### src/rtl/posit_shift_pkg.sv
// rtl/posit_shift_pkg.sv - shared widths, step helper and stage payload type for the posit left shifter
package posit_shift_pkg;

  localparam int DEF_N = 16;
  localparam int DEF_S = 4;

  typedef struct packed {
    logic [DEF_N-1:0] data;
    logic [DEF_S-1:0] rem_shift;
    logic             ovf;
  } shift_payload_t;

  function automatic int shift_step(input int k);
    return 1 << k;
  endfunction

endpackage

### src/rtl/dsl_stage.sv
// rtl/dsl_stage.sv - one shift-by-2^K stage with payload/valid register; ovf logic under DSL_LEFT_OVF_EN
module dsl_stage
  import posit_shift_pkg::*;
#(
  parameter int N = DEF_N,
  parameter int S = DEF_S,
  parameter int K = 0
) (
  input  logic         clk,
  input  logic         rst_n,
  input  logic         prev_valid,
  input  logic [N-1:0] prev_data,
  input  logic [S-1:0] prev_rem,
  input  logic         prev_ovf,
  input  logic         next_ready,
  output logic         ready,
  output logic         valid,
  output logic [N-1:0] data,
  output logic [S-1:0] rem,
  output logic         ovf
);

  localparam int STEP = shift_step(K);

  typedef struct packed {
    logic [N-1:0] data;
    logic [S-1:0] rem_shift;
  } stage_pay_t;

  stage_pay_t   pay_q;
  logic         valid_q;
  logic [N-1:0] shifted;
  logic         lost;

  // prev_rem[0] is this stage's shift bit; higher bits travel on
  if (STEP >= N) begin : g_full
    assign shifted = '0;
    assign lost    = |prev_data;
  end else begin : g_part
    assign shifted = prev_data << STEP;
    assign lost    = |prev_data[N-1 -: STEP];
  end

  assign ready = !valid_q || next_ready;

  always_ff @(posedge clk or negedge rst_n) begin
    if (!rst_n) begin
      valid_q <= 1'b0;
      pay_q   <= '0;
    end else if (ready) begin
      valid_q         <= prev_valid;
      pay_q.data      <= prev_rem[0] ? shifted : prev_data;
      pay_q.rem_shift <= prev_rem >> 1;
    end
  end

`ifdef DSL_LEFT_OVF_EN
  logic ovf_q;

  always_ff @(posedge clk or negedge rst_n) begin
    if (!rst_n) begin
      ovf_q <= 1'b0;
    end else if (ready) begin
      ovf_q <= prev_ovf | (prev_rem[0] & lost);
    end
  end

  assign ovf = ovf_q;
`else
  logic unused_ovf;
  assign unused_ovf = prev_ovf ^ lost;
  assign ovf        = 1'b0;
`endif

  assign valid = valid_q;
  assign data  = pay_q.data;
  assign rem   = pay_q.rem_shift;

endmodule

### src/rtl/dsl_left_pipe.sv
// rtl/dsl_left_pipe.sv - pipelined dynamic left shifter c = a << b, one stage per shift bit; ovf via DSL_LEFT_OVF_EN
module dsl_left_pipe
  import posit_shift_pkg::*;
#(
  parameter int N = DEF_N,
  parameter int S = DEF_S
) (
  input  logic         clk,
  input  logic         rst_n,
  input  logic         in_valid,
  output logic         in_ready,
  input  logic [N-1:0] a,
  input  logic [S-1:0] b,
  output logic         out_valid,
  input  logic         out_ready,
  output logic [N-1:0] c,
  output logic         ovf
);

  logic [S-1:0]        stage_valid;
  logic [S-1:0]        stage_ready;
  logic [S-1:0]        stage_ovf;
  logic [S-1:0]        next_ready;
  logic [S-1:0][N-1:0] stage_data;
  logic [S-1:0][S-1:0] stage_rem;

  // Bubble-collapsing ready chain, unrolled from the output back
  always_comb begin
    logic rdy_acc;
    next_ready = '0;
    rdy_acc    = out_ready;
    for (int k = S - 1; k >= 0; k--) begin
      next_ready[k] = rdy_acc;
      rdy_acc       = !stage_valid[k] || rdy_acc;
    end
  end

  for (genvar k = 0; k < S; k++) begin : g_stage
    logic         pv;
    logic [N-1:0] pd;
    logic [S-1:0] pr;
    logic         po;

    if (k == 0) begin : g_first
      assign pv = in_valid;
      assign pd = a;
      assign pr = b;
      assign po = 1'b0;
    end else begin : g_next
      assign pv = stage_valid[k-1];
      assign pd = stage_data[k-1];
      assign pr = stage_rem[k-1];
      assign po = stage_ovf[k-1];
    end

    dsl_stage #(
      .N (N),
      .S (S),
      .K (k)
    ) u_stage (
      .clk        (clk),
      .rst_n      (rst_n),
      .prev_valid (pv),
      .prev_data  (pd),
      .prev_rem   (pr),
      .prev_ovf   (po),
      .next_ready (next_ready[k]),
      .ready      (stage_ready[k]),
      .valid      (stage_valid[k]),
      .data       (stage_data[k]),
      .rem        (stage_rem[k]),
      .ovf        (stage_ovf[k])
    );
  end

  logic unused_sink;
  assign unused_sink = ^{stage_ready, stage_rem[S-1]};

  assign in_ready  = stage_ready[0];
  assign out_valid = stage_valid[S-1];
  assign c         = stage_data[S-1];
  assign ovf       = stage_ovf[S-1];

endmodule

### config.mk
export PLATFORM = sky130hd
export DESIGN_NAME = dsl_left_pipe
export DESIGN_NICKNAME = d
export VERILOG_FILES = /design/src/rtl/posit_shift_pkg.sv /design/src/rtl/dsl_stage.sv /design/src/rtl/dsl_left_pipe.sv
export SDC_FILE = /design/constraint.sdc
export NUM_CORES = 1
export LEC_CHECK = 0
export ABC_CLOCK_PERIOD_IN_PS = 1400
export CAP_MARGIN = 20
export CORE_AREA = 4 4 96 98
export DETAILED_ROUTE_END_ITERATION = 7
export DIE_AREA = 0 0 100 102
export GPL_TIMING_DRIVEN = 0
export PLACE_DENSITY = 0.72
export SLEW_MARGIN = 20
export SYNTH_ARGS = -nofsm -noshare
export SYNTH_HDL_FRONTEND = slang
export SYNTH_SLANG_ARGS = --single-unit
### constraint.sdc
create_clock -name clk -period 1.4 [get_ports clk]
set_input_delay 0.28 -clock clk [delete_from_list [all_inputs] [get_ports clk]]
set_output_delay 0.28 -clock clk [all_outputs]
set_load 0.05 [all_outputs]
==> impl_metrics.csv <==
group,metric,value,unit
critical_path,worstSetupEndpointType,"primary output",
clock_network,cts_buffer_depth,2,
placed_design,io_buffers,40,
route,dr_total_vias,2415,
global_route,grt.busiest_layer,"met2",
layout,area_growth,34.1,%
run_status,violations,"negative setup slack",
yosys,ys.flop_type,"dfrtp_1",
sta,post-route-min-period,1.64,ns
route,drt_iter0_drc,38,
critical_path,crit_path_start_kind,"flop",
sta,fin_tns_setup,-3.58,ns
global_route,grtUsageMet1,16.8,%
placed_design,gp_congestion,0.744,
yosys,synthCells,314,
route,firstDrtPassIters,4,
clock_network,clock-root-buffer,"clkbuf_8",
power,p_per_area,1530,nW/um^2
layout,drive_above_1_share,30.2,%
global_route,grt_first_pass_wirelength,11300,um
clock_network,tritoncts,"built",
placed_design,dpl.hpwl,4720,um
critical_path,crit_type,"reg2out",
layout,multi_input_area,1430,um^2
yosys,yosysMostFrequentCell,"dfrtp_1",
critical_path,cpMaxStageDelayCell,"dfrtp_2",
critical_path,cpPeakStageDelay,0.41,ns
critical_path,reg2reg_depth,9,
layout,fill_cells,761,
global_route,grt-ovfl-total,0,
global_route,grt_pass1_vias,2429,
yosys,synthesis.area,3290,um^2
global_route,grtUsageMet3,3.48,%
clock_network,clk_latency,0.36,ns
route,drc,0,
sta,slew_viol_final,0,
yosys,yosysTopAreaCellShare,56.3,%
global_route,grt_usage,14.0,%
placed_design,dp_cells,463,
yosys,netlist_top_cells_area,"dfrtp_1 (56%), mux2i_1 (15%), o21ai_0 (8.8%)",
critical_path,r2r_end,"g_stage[2].u_stage.data[0]",
critical_path,path_cells,"and4b_2, and2_4, inv_12, buf_12",
yosys,synth.avg_cell_area,10.5,um^2
layout,diodes,0,
run_status,status,"finished, violations left",
yosys,synth.distinct_cells,19,
layout,seq_area,1850,um^2
sta,holdWs,0.336,ns
sta,finalSetupViolCount,38,
route,wire_per_inst,13.7,um
floorplanning,rows,34,
critical_path,ff2ff_setup_slack,-0.22,ns
floorplanning,die-area,10200,um^2
critical_path,critPathBufInv,2,
route,totalWireLength,6810,um
floorplanning,fp.dieW,100,um
clock_network,htree_levels,3,
critical_path,critical_path.max_fanout,2,
power,peakVddDrop,0.496,mV
yosys,ys_ff_latch,74,
floorplanning,ios,43,
clock_network,cts-buffers-inserted,9,
sta,hold_viol,0,
critical_path,arrival,1.36,ns
floorplanning,core,8470,um^2
critical_path,critPathTopFamily,"simple AND/OR/NAND/NOR gates",
clock_network,cts.sink_count,74,
run,max_cap_violations,0,
critical_path,reg2reg_from,"g_stage[3].u_stage.valid",
sta,skew,0.0103,ns
sta,post-route-period-util,117,%
clock_network,clk_pin_slew,0.08,ns
route,avgViaCountPerCell,4.87,
power,total_power,6.76,mW
sta,fin_ws,-0.243,ns
yosys,synth_edf_count,0,
sta,rsz0062_at_grt,"true",
route,ant_nets,0,
power,p_leak,2.04,nW
yosys,yosysWarnings,0,
yosys,synth_top_area_cell,"dfrtp_1",
floorplanning,initial_core_util,38.8,%
sta,fmax,0.609,GHz
global_route,grt_max_degree,57,
yosys,synth_common_cells,"dfrtp_1 (74), nand2_1 (63), o21ai_0 (58)",
global_route,antenna_found_initial,0,
layout,instances_no_fill,496,
yosys,synth_fp_nets,338,
layout,fin_nets,407,
yosys,ys_seq_area_share,56.3,%
critical_path,worstPathRequired,1.12,ns
floorplanning,dieHeight,102,um
global_route,use_met2,24.4,%
min_path,hold_path.class,"in2async",
yosys,ys_async_sr_fraction,100,%
-- per-stage QoR --
step | cell area (um^2) | setup WS, ns | utilization [%]
after detailed placement | 3870 | -1.11 | 45.7
after CTS | 4360 | -0.336 | 51.5
after global routing | 4410 | -0.291 | 52.1
final | 4410 | -0.243 | 52.1
after floorplan | 3310 | -0.183 | -
after global placement | 3840 | -2.60 | 45.4
-- area by class of cell --
class | count | area share [%]
sequential | 74 | 42.0
multi-input combinational | 215 | 32.5
timing repair buffer | 61 | 13.1
buffer | 21 | 4.06
tap | 108 | 3.06
clock buffer | 9 | 2.81
clock inverter | 7 | 2.13
inverter | 1 | 0.369
-- worst max path at each step --
stage                        startpoint                         to  slack, ns  cells past startpoint
2_1_floorplan  g_stage[3].u_stage.valid  g_stage[0].u_stage.rem[0]      -0.18                      5
3_3_place_gp                      rst_n   g_stage[3].u_stage.valid      -2.60                      1
3_5_place_dp                  out_ready                   in_ready      -1.11                      6
4_1_cts        g_stage[3].u_stage.valid                   in_ready      -0.34                      5
5_1_grt        g_stage[3].u_stage.valid                   in_ready      -0.29                      4
6_report       g_stage[3].u_stage.valid                   in_ready      -0.24                      4
-- state kept, by name, summed over array words and instances (netlist names) --
signal	flops
g_stage.u_stage.data	64
g_stage.u_stage.rem	6
g_stage.u_stage.valid	4
-- layer usage --
layer | wire, um | share of wire [%]
met5 | 0 | 0
met4 | 102 | 1.5
met3 | 327 | 4.8
met2 | 3470 | 51
met1 | 2910 | 43
-- report_power, final --
group	switching [mW]	internal [mW]
clock network	0.807	0.999
logic	1.21	0.800
registers	0.336	2.60
total	2.36	4.40
-- cell families after synthesis --
family	count (synthesis)	share of synthesized area, %
and+or+nand+nor	104	14.9
AOI/OAI and AO/OA	58	8.83
other	1	0.114
buffers and inverters	25	3.54
muxes	52	16.3
DFF	74	56.3
-- timing repair --
action / in CTS / in global routing
endpoints found under the hold margin: 18 / 0
setup buffers: 12 / 5
pin swaps: 10 / 4
hold buffers: 1 / 0
gates resized for setup: 132 / 80
cloned: 4 / 1
setup endpoints to repair: 63 / 81
-- worst reg2reg max path: stages (launching register included) --
cell	delay [ns]
dfrtp_2	0.41
buf_4	0.13
buf_6	0.10
buf_6	0.11
buf_6	0.11
and3b_2	0.25
buf_8	0.15
buf_6	0.13
nand2_1	0.06
nand2_1	0.05
-- layout by cell type, fill, tap and decap left out, drive strengths merged, types with 2 or more instances in the layout --
| cell type | netlist | routed |
|---|---|---|
| dfrtp | 74 | 74 |
| nand2 | 63 | 63 |
| o21ai | 58 | 58 |
| buf | 14 | 52 |
| mux2i | 49 | 49 |
| clkdlybuf4s50 | 0 | 20 |
| nand3 | 16 | 16 |
| clkbuf | 10 | 13 |
| nand2b | 12 | 12 |
| nand3b | 7 | 7 |
| mux2 | 3 | 3 |
| clkdlybuf4s15 | 0 | 3 |
| clkinv | 0 | 3 |
| bufinv | 0 | 2 |
| clkinvlp | 0 | 2 |
Note: power is estimated with default switching activity, not from simulation.
